<file path="src/rtl/ascon_hash_stream_if.sv">
// Message-in and digest-out stream bundle for ascon_hash_stream.
// The host side uses master; the hash core uses slave. R must match the core's R.
interface ascon_hash_stream_if #(
  parameter int R = 64
);
  localparam int BW = $clog2(R / 8) + 1;

  logic [R-1:0]  msg_data;
  logic          msg_valid;
  logic          msg_last;
  logic [BW-1:0] msg_bytes;
  logic          msg_ready;
  logic [R-1:0]  out_data;
  logic          out_valid;
  logic          out_last;
  logic          out_ready;

  modport master (
    output msg_data, msg_valid, msg_last, msg_bytes, out_ready,
    input  msg_ready, out_data, out_valid, out_last
  );

  modport slave (
    input  msg_data, msg_valid, msg_last, msg_bytes, out_ready,
    output msg_ready, out_data, out_valid, out_last
  );
endinterface

</file>
<file path="src/rtl/ascon_hash_stream.sv">
// Streaming Ascon Hash / XOF: absorbs R-bit message blocks with hardware padding
// and squeezes R-bit output blocks, one permutation round per clock.
module ascon_hash_stream #(
  parameter int R     = 64,
  parameter int A     = 12,
  parameter int B     = 12,
  parameter int OUT_W = 8
) (
  input  logic             clk,
  input  logic             rst,
  input  logic             start,
  input  logic             mode,
  input  logic [OUT_W-1:0] out_blocks,
  input  logic             abort,
  output logic             busy,
  ascon_hash_stream_if.slave bus
);
  localparam int RB = R / 8;
  localparam logic [OUT_W-1:0] HASH_BLKS = OUT_W'((256 + R - 1) / R);
  localparam logic [3:0] A4 = 4'(A);
  localparam logic [3:0] B4 = 4'(B);
  localparam logic [63:0] IV_BASE = (64'(R) << 48) | (64'(A) << 40) | (64'(A - B) << 12);
  localparam logic [319:0] PAD_BIT = {1'b1, 319'd0};

  typedef enum logic [2:0] {IDLE, INIT, ABSORB, ABS_PERM, PAD, FINAL, OUT, SQ_PERM} state_t;

  state_t           state;
  logic [319:0]     s;
  logic [319:0]     perm_s;
  logic [319:0]     s_abs;
  logic [319:0]     round_out;
  logic [3:0]       rcnt;
  logic [3:0]       cur_rounds;
  logic [3:0]       ridx;
  logic [R-1:0]     mblk;
  logic             last_full;
  logic [63:0]      iv;
  logic [OUT_W-1:0] remaining;
  logic [OUT_W-1:0] start_blocks;
  int               nbytes;

  function automatic logic [63:0] ror(input logic [63:0] x, input int n);
    return (x >> n) | (x << (64 - n));
  endfunction

  function automatic logic [319:0] ascon_round(input logic [319:0] st, input logic [7:0] c);
    logic [63:0] x0, x1, x2, x3, x4;
    logic [63:0] t0, t1, t2, t3, t4;
    x0 = st[319:256];
    x1 = st[255:192];
    x2 = st[191:128] ^ {56'd0, c};
    x3 = st[127:64];
    x4 = st[63:0];
    x0 = x0 ^ x4;
    x4 = x4 ^ x3;
    x2 = x2 ^ x1;
    t0 = ~x0 & x1;
    t1 = ~x1 & x2;
    t2 = ~x2 & x3;
    t3 = ~x3 & x4;
    t4 = ~x4 & x0;
    x0 = x0 ^ t1;
    x1 = x1 ^ t2;
    x2 = x2 ^ t3;
    x3 = x3 ^ t4;
    x4 = x4 ^ t0;
    x1 = x1 ^ x0;
    x0 = x0 ^ x4;
    x3 = x3 ^ x2;
    x2 = ~x2;
    x0 = x0 ^ ror(x0, 19) ^ ror(x0, 28);
    x1 = x1 ^ ror(x1, 61) ^ ror(x1, 39);
    x2 = x2 ^ ror(x2, 1) ^ ror(x2, 6);
    x3 = x3 ^ ror(x3, 10) ^ ror(x3, 17);
    x4 = x4 ^ ror(x4, 7) ^ ror(x4, 41);
    return {x0, x1, x2, x3, x4};
  endfunction

  // Oversized byte counts clamp to a full block; non-last blocks are always full.
  always_comb begin
    nbytes = int'(bus.msg_bytes);
    if (nbytes > RB || !bus.msg_last) nbytes = RB;
    mblk = '0;
    for (int i = 0; i < RB; i++) begin
      if (i < nbytes) mblk[R-1-8*i -: 8] = bus.msg_data[R-1-8*i -: 8];
      else if (i == nbytes) mblk[R-1-8*i] = 1'b1;
    end
    last_full = bus.msg_last && (nbytes == RB);
    s_abs = {s[319 -: R] ^ mblk, s[319-R:0]};
  end

  // Round constants assume rounds <= 12: a p^n run uses indices 12-n .. 11.
  always_comb begin
    cur_rounds = (state == INIT || state == FINAL) ? A4 : B4;
    ridx = (4'd12 - cur_rounds) + rcnt;
    round_out = ascon_round(perm_s, {~ridx, ridx});
    iv = IV_BASE | (mode ? 64'd0 : 64'd256);
    if (!mode) start_blocks = HASH_BLKS;
    else if (out_blocks == '0) start_blocks = OUT_W'(1);
    else start_blocks = out_blocks;
  end

  always_ff @(posedge clk or posedge rst) begin
    if (rst) begin
      state         <= IDLE;
      s             <= '0;
      perm_s        <= '0;
      rcnt          <= '0;
      remaining     <= '0;
      busy          <= 1'b0;
      bus.msg_ready <= 1'b0;
      bus.out_valid <= 1'b0;
      bus.out_last  <= 1'b0;
      bus.out_data  <= '0;
    end else if (abort) begin
      state         <= IDLE;
      busy          <= 1'b0;
      bus.msg_ready <= 1'b0;
      bus.out_valid <= 1'b0;
      bus.out_last  <= 1'b0;
    end else begin
      case (state)
        IDLE: begin
          if (start) begin
            s         <= {iv, 256'd0};
            perm_s    <= {iv, 256'd0};
            rcnt      <= '0;
            remaining <= start_blocks;
            busy      <= 1'b1;
            state     <= INIT;
          end
        end
        INIT, ABS_PERM, PAD, FINAL, SQ_PERM: begin
          // The working copy runs the rounds; s only changes when the run completes.
          if (rcnt != cur_rounds) begin
            perm_s <= round_out;
            rcnt   <= rcnt + 4'd1;
          end else begin
            rcnt <= '0;
            case (state)
              INIT, ABS_PERM: begin
                s             <= perm_s;
                bus.msg_ready <= 1'b1;
                state         <= ABSORB;
              end
              PAD: begin
                s      <= perm_s ^ PAD_BIT;
                perm_s <= perm_s ^ PAD_BIT;
                state  <= FINAL;
              end
              default: begin
                s             <= perm_s;
                bus.out_valid <= 1'b1;
                bus.out_data  <= perm_s[319 -: R];
                bus.out_last  <= (remaining == OUT_W'(1));
                state         <= OUT;
              end
            endcase
          end
        end
        ABSORB: begin
          if (bus.msg_valid && bus.msg_ready) begin
            s             <= s_abs;
            perm_s        <= s_abs;
            rcnt          <= '0;
            bus.msg_ready <= 1'b0;
            if (!bus.msg_last) state <= ABS_PERM;
            else if (last_full) state <= PAD;
            else state <= FINAL;
          end
        end
        OUT: begin
          if (bus.out_ready) begin
            remaining     <= remaining - OUT_W'(1);
            bus.out_valid <= 1'b0;
            bus.out_last  <= 1'b0;
            if (bus.out_last) begin
              busy  <= 1'b0;
              state <= IDLE;
            end else begin
              perm_s <= s;
              rcnt   <= '0;
              state  <= SQ_PERM;
            end
          end
        end
        default: state <= IDLE;
      endcase
    end
  end
endmodule

</file>
<file path="src/flat_wrapper.sv">
// flat-port wrapper written by rule: the top's interface ports become plain ports
module ascon_hash_stream_flat 
#(
  parameter int R     = 64,
  parameter int A     = 12,
  parameter int B     = 12,
  parameter int OUT_W = 8
)
  (clk, rst, start, mode, out_blocks, abort, busy, bus_msg_data, bus_msg_valid, bus_msg_last, bus_msg_bytes, bus_out_ready, bus_msg_ready, bus_out_data, bus_out_valid, bus_out_last);
  ascon_hash_stream_if #(.R(R)) bus_i ();
  input  logic clk;
  input  logic rst;
  input  logic start;
  input  logic mode;
  input  logic [OUT_W-1:0] out_blocks;
  input  logic abort;
  output logic busy;
  input wire logic [$bits(bus_i.msg_data)-1:0] bus_msg_data;
  input wire logic [$bits(bus_i.msg_valid)-1:0] bus_msg_valid;
  input wire logic [$bits(bus_i.msg_last)-1:0] bus_msg_last;
  input wire logic [$bits(bus_i.msg_bytes)-1:0] bus_msg_bytes;
  input wire logic [$bits(bus_i.out_ready)-1:0] bus_out_ready;
  output wire logic [$bits(bus_i.msg_ready)-1:0] bus_msg_ready;
  output wire logic [$bits(bus_i.out_data)-1:0] bus_out_data;
  output wire logic [$bits(bus_i.out_valid)-1:0] bus_out_valid;
  output wire logic [$bits(bus_i.out_last)-1:0] bus_out_last;
  assign bus_i.msg_data = bus_msg_data;
  assign bus_i.msg_valid = bus_msg_valid;
  assign bus_i.msg_last = bus_msg_last;
  assign bus_i.msg_bytes = bus_msg_bytes;
  assign bus_i.out_ready = bus_out_ready;
  assign bus_msg_ready = bus_i.msg_ready;
  assign bus_out_data = bus_i.out_data;
  assign bus_out_valid = bus_i.out_valid;
  assign bus_out_last = bus_i.out_last;
  ascon_hash_stream #(.R(R), .A(A), .B(B), .OUT_W(OUT_W)) u_core (.clk(clk), .rst(rst), .start(start), .mode(mode), .out_blocks(out_blocks), .abort(abort), .busy(busy), .bus(bus_i));
endmodule
</file>
<file path="config.mk">
export PLATFORM = sky130hd
export DESIGN_NAME = ascon_hash_stream_flat
export DESIGN_NICKNAME = d
export VERILOG_FILES = /design/src/rtl/ascon_hash_stream_if.sv /design/src/rtl/ascon_hash_stream.sv /design/src/flat_wrapper.sv
export SDC_FILE = /design/constraint.sdc
export NUM_CORES = 2
export LEC_CHECK = 0
export BUFFER_PORTS_ARGS = -buffer_cell sky130_fd_sc_hd__buf_2
export CORE_MARGIN = 2
export CORE_UTILIZATION = 60
export DETAILED_ROUTE_END_ITERATION = 16
export PLACE_DENSITY = 0.77
export SLEW_MARGIN = 20
export SYNTH_ARGS = -nofsm -noshare
export SYNTH_HDL_FRONTEND = slang
export SYNTH_SLANG_ARGS = --single-unit
</file>
<file path="constraint.sdc">
create_clock -name clk -period 24.1 [get_ports clk]
set_clock_uncertainty 0.05 [all_clocks]
set_input_delay 0 -clock clk [delete_from_list [all_inputs] [get_ports clk]]
set_output_delay 0 -clock clk [all_outputs]
set_load 0.01 [all_outputs]
</file>
==> results.cfg <==
[synthesis]
syn-cell-area_mm2 = 0.0445
synth_area_leaders = dfrtp_1, xnor2_1, xor2_1
synth_nets = 4632
async_reset_ff_frac = 1.00
synthCells = 4416
seq_area_frac_synth = 0.406
synth_top_area_cell = dfrtp_1
ys_types = 68
synth_top_area_share = 0.406
synth-edff-count = 0
ys_ff_latch = 723
yosys_warnings = 0
syn_area_per_cell_um2 = 10.1
ys.flop_type = dfrtp_1

[routing]
drc_errors = 0
route.antenna.remaining_nets = 0
post_drt_wl_per_cell_um = 28.7
drt_pre_antenna_iters = 7
drt-initial-drc-count = 5255
vias_per_cell = 6.55
via_count = 36700
wirelength_um = 161000

[layout]
drive_gt1_frac = 0.0959
layout.area.seq_mm2 = 0.0181
syn_to_final_growth_pct = 11.7
final_nets = 4791
multi_input_area_mm2 = 0.0246
diodes = 0
final_cells = 5599
fillCellCount = 5543

[clock_tree]
cts_tree = built
clkTransAtPathRegs_ns = 0.06
root_buffer = clkbuf_16
numCtsBuffers = 80
post_cts_buffers = 0
clockBufferDepth = 3
clock_latency_ns = 0.66
cts_htree_levels = 3
numClockSinks = 723

[run_status]
violations = hold timing
outcome = finished, violations left

[critical_path]
required_ns = 24.56
cp_top_family = buffers and inverters
path_class = flop to flop
cpMostUsedCell = buf_4
cp_max_fo = 70
critPathArrivalTime_ns = 5.12
cp-end-kind = flop
path_cells = inv_1, ha_1, and3_1, a21oi_4, buf_4, a21oi_1, nand2_2, buf_4, o21ai_0, dlygate4sd3_1
crit_buf_inv = 4
cpPeakStageDelay_ns = 0.82
cp_slowest_cell = buf_4
startpoint_type = flop

[die]
rows = 99
coreArea_mm2 = 0.0732
fp.dieW_um = 276
initial_core_util = 0.608
ios = 152
die_h_um = 276
dieArea_mm2 = 0.0764

[global_route]
grt_max_degree = 176
grt-ovfl-total = 0
first_global_vias = 35400
grt_antenna_before_repair = 3
grt_pass1_wl_um = 237000
track_usage = 0.417

[sta]
rsz0062_at_grt = false
fin_setup_tns_ns = 0
final-max-slew-violation-count = 0
finalSetupViolCount = 0
max_freq_mhz = 215
holdWs_ns = -0.0244
relSlewSlack = 0.121
hold_violations = 21
tightest_slew_ns = 1.31
period_minus_slack_ns = 4.66
period_share = 0.193

[place]
place.gp.congestion = 1.08
place_inst = 5360
io_buffer_count = 151
hpwl_um = 113000

[flow_run]
maxCapViolCount = 0

[min_path]
hp-class = primary input to asynchronous set/reset pin
logic make-up (layout without fill, tap and decap cells):
| family | after synthesis | in the layout | synth area share |
|---|---|---|---|
| AO/OA/AOI/OAI | 1225 | 1225 | 0.190 |
| XOR/XNOR | 1210 | 1210 | 0.240 |
| adder cells (fa/ha/maj) | 194 | 194 | 0.0510 |
| buffers and inverters | 483 | 707 | 0.0448 |
| flip-flops | 723 | 723 | 0.406 |
| multiplexers | 82 | 82 | 0.0202 |
| AND/OR/NAND/NOR | 499 | 499 | 0.0475 |
Yosys cell counts (all sizes together) (5+ instances only):
master  number
xnor2      892
dfrtp      723
o21ai      407
xor2       314
a22o       293
inv        258
a22oi      247
nand2      216
nor2       192
ha         132
buf        120
a21oi      113
clkbuf     105
mux2        64
maj3        62
a32oi       59
a21o        38
a221o       38
nand3       29
mux2i       18
nor3        15
or3         14
nand2b       7
o22ai        6
o22a         5
worst reg2reg max path, delay by kind of cell (launching register included):
family                   cells  cell delay, ns
adder cells (fa/ha/maj)      1            0.21
AND/OR/NAND/NOR              2            1.01
AO/OA/AOI/OAI                3            0.60
buffers and inverters        4            2.14
flip-flops                   1            0.51
worst paths after layout:
kind	from	endpoint	slack, ns	cells past startpoint
setup / recovery	u_core.rcnt[0]	u_core.s[264]	19.44	10
hold / removal	rst	u_core.perm_s[243]	-0.02	3
setup reg to reg	u_core.rcnt[0]	u_core.s[264]	19.44	10
hold reg to reg	u_core.bus.out_data[14]	u_core.bus.out_data[14]	0.45	1
max in group asynchronous	rst	u_core.s[5]	21.20	6
min in group clk	start	u_core.state[2]	0.02	5
area by class of cell:
cell class                      count  area share
Clock inverter                     29     0.00637
Sequential cell                   723       0.364
Timing Repair Buffer              302      0.0435
Multi-Input combinational cell   3210       0.495
Clock buffer                      118      0.0480
Inverter                          258      0.0196
Tap cell                          959      0.0241
per-stage QoR:
| step | hold slack, ns | area, um^2 | worst slack, ns | utilization |
|---|---|---|---|---|
| 6_report | -0.0244 | 49700 | 19.44 | 0.679 |
| 5_1_grt | 0.0648 | 49700 | 19.20 | 0.679 |
| 4_1_cts | 0.00255 | 49600 | 19.60 | 0.678 |
| 3_5_place_dp | 0.142 | 46000 | 20.05 | 0.628 |
| 3_3_place_gp | 0.156 | 46000 | 20.12 | 0.628 |
| 2_1_floorplan | 0.148 | 44500 | 3.77 | - |
layer usage:
layer | share of wire | up-vias | GRT usage | routed length [um]
li1 | - | 15600 | - | -
met1 | 0.37 | 18000 | 0.539 | 59500
met2 | 0.41 | 2511 | 0.590 | 66700
met3 | 0.13 | 540 | 0.130 | 21000
met4 | 0.085 | 6 | 0.305 | 13700
met5 | 0.00021 | - | 0 | 34
layout by cell type (no fill, tap or decap), drive strengths merged, types with 5 or more instances in the layout:
master | Yosys | final
o22a | 5 | 5
inv | 258 | 261
a221o | 38 | 38
or3 | 14 | 14
maj3 | 62 | 62
a22oi | 247 | 247
nand3 | 29 | 29
nor2 | 192 | 192
xor2 | 314 | 314
nor3 | 15 | 15
a21oi | 113 | 113
buf | 120 | 210
dfrtp | 723 | 723
dlygate4sd3 | 0 | 92
a32oi | 59 | 59
nand2b | 7 | 7
clkbuf | 105 | 118
mux2i | 18 | 18
o21ai | 407 | 407
a22o | 293 | 293
ha | 132 | 132
mux2 | 64 | 64
xnor2 | 892 | 892
clkinv | 0 | 23
o22ai | 6 | 6
a21o | 38 | 38
nand2 | 216 | 216
flip-flops by register name, summed over array words and instances, names as in the netlist:
register / cells
u_core.bus.out_last: 1
u_core.busy: 1
u_core.remaining: 8
u_core.perm_s: 320
u_core.rcnt: 4
u_core.bus.out_data: 64
u_core.s: 320
u_core.bus.msg_ready: 1
u_core.state: 3
u_core.bus.out_valid: 1
what timing repair did:
| action | CTS | global route |
|---|---|---|
| hold endpoints to repair | 248 | 0 |
| hold buffers | 92 | 0 |
| resized for setup | 0 | 0 |
Power is left out: the tool's default activity adds up to more than one toggle a clock period on the data nets, which glitch-free logic cannot reach.
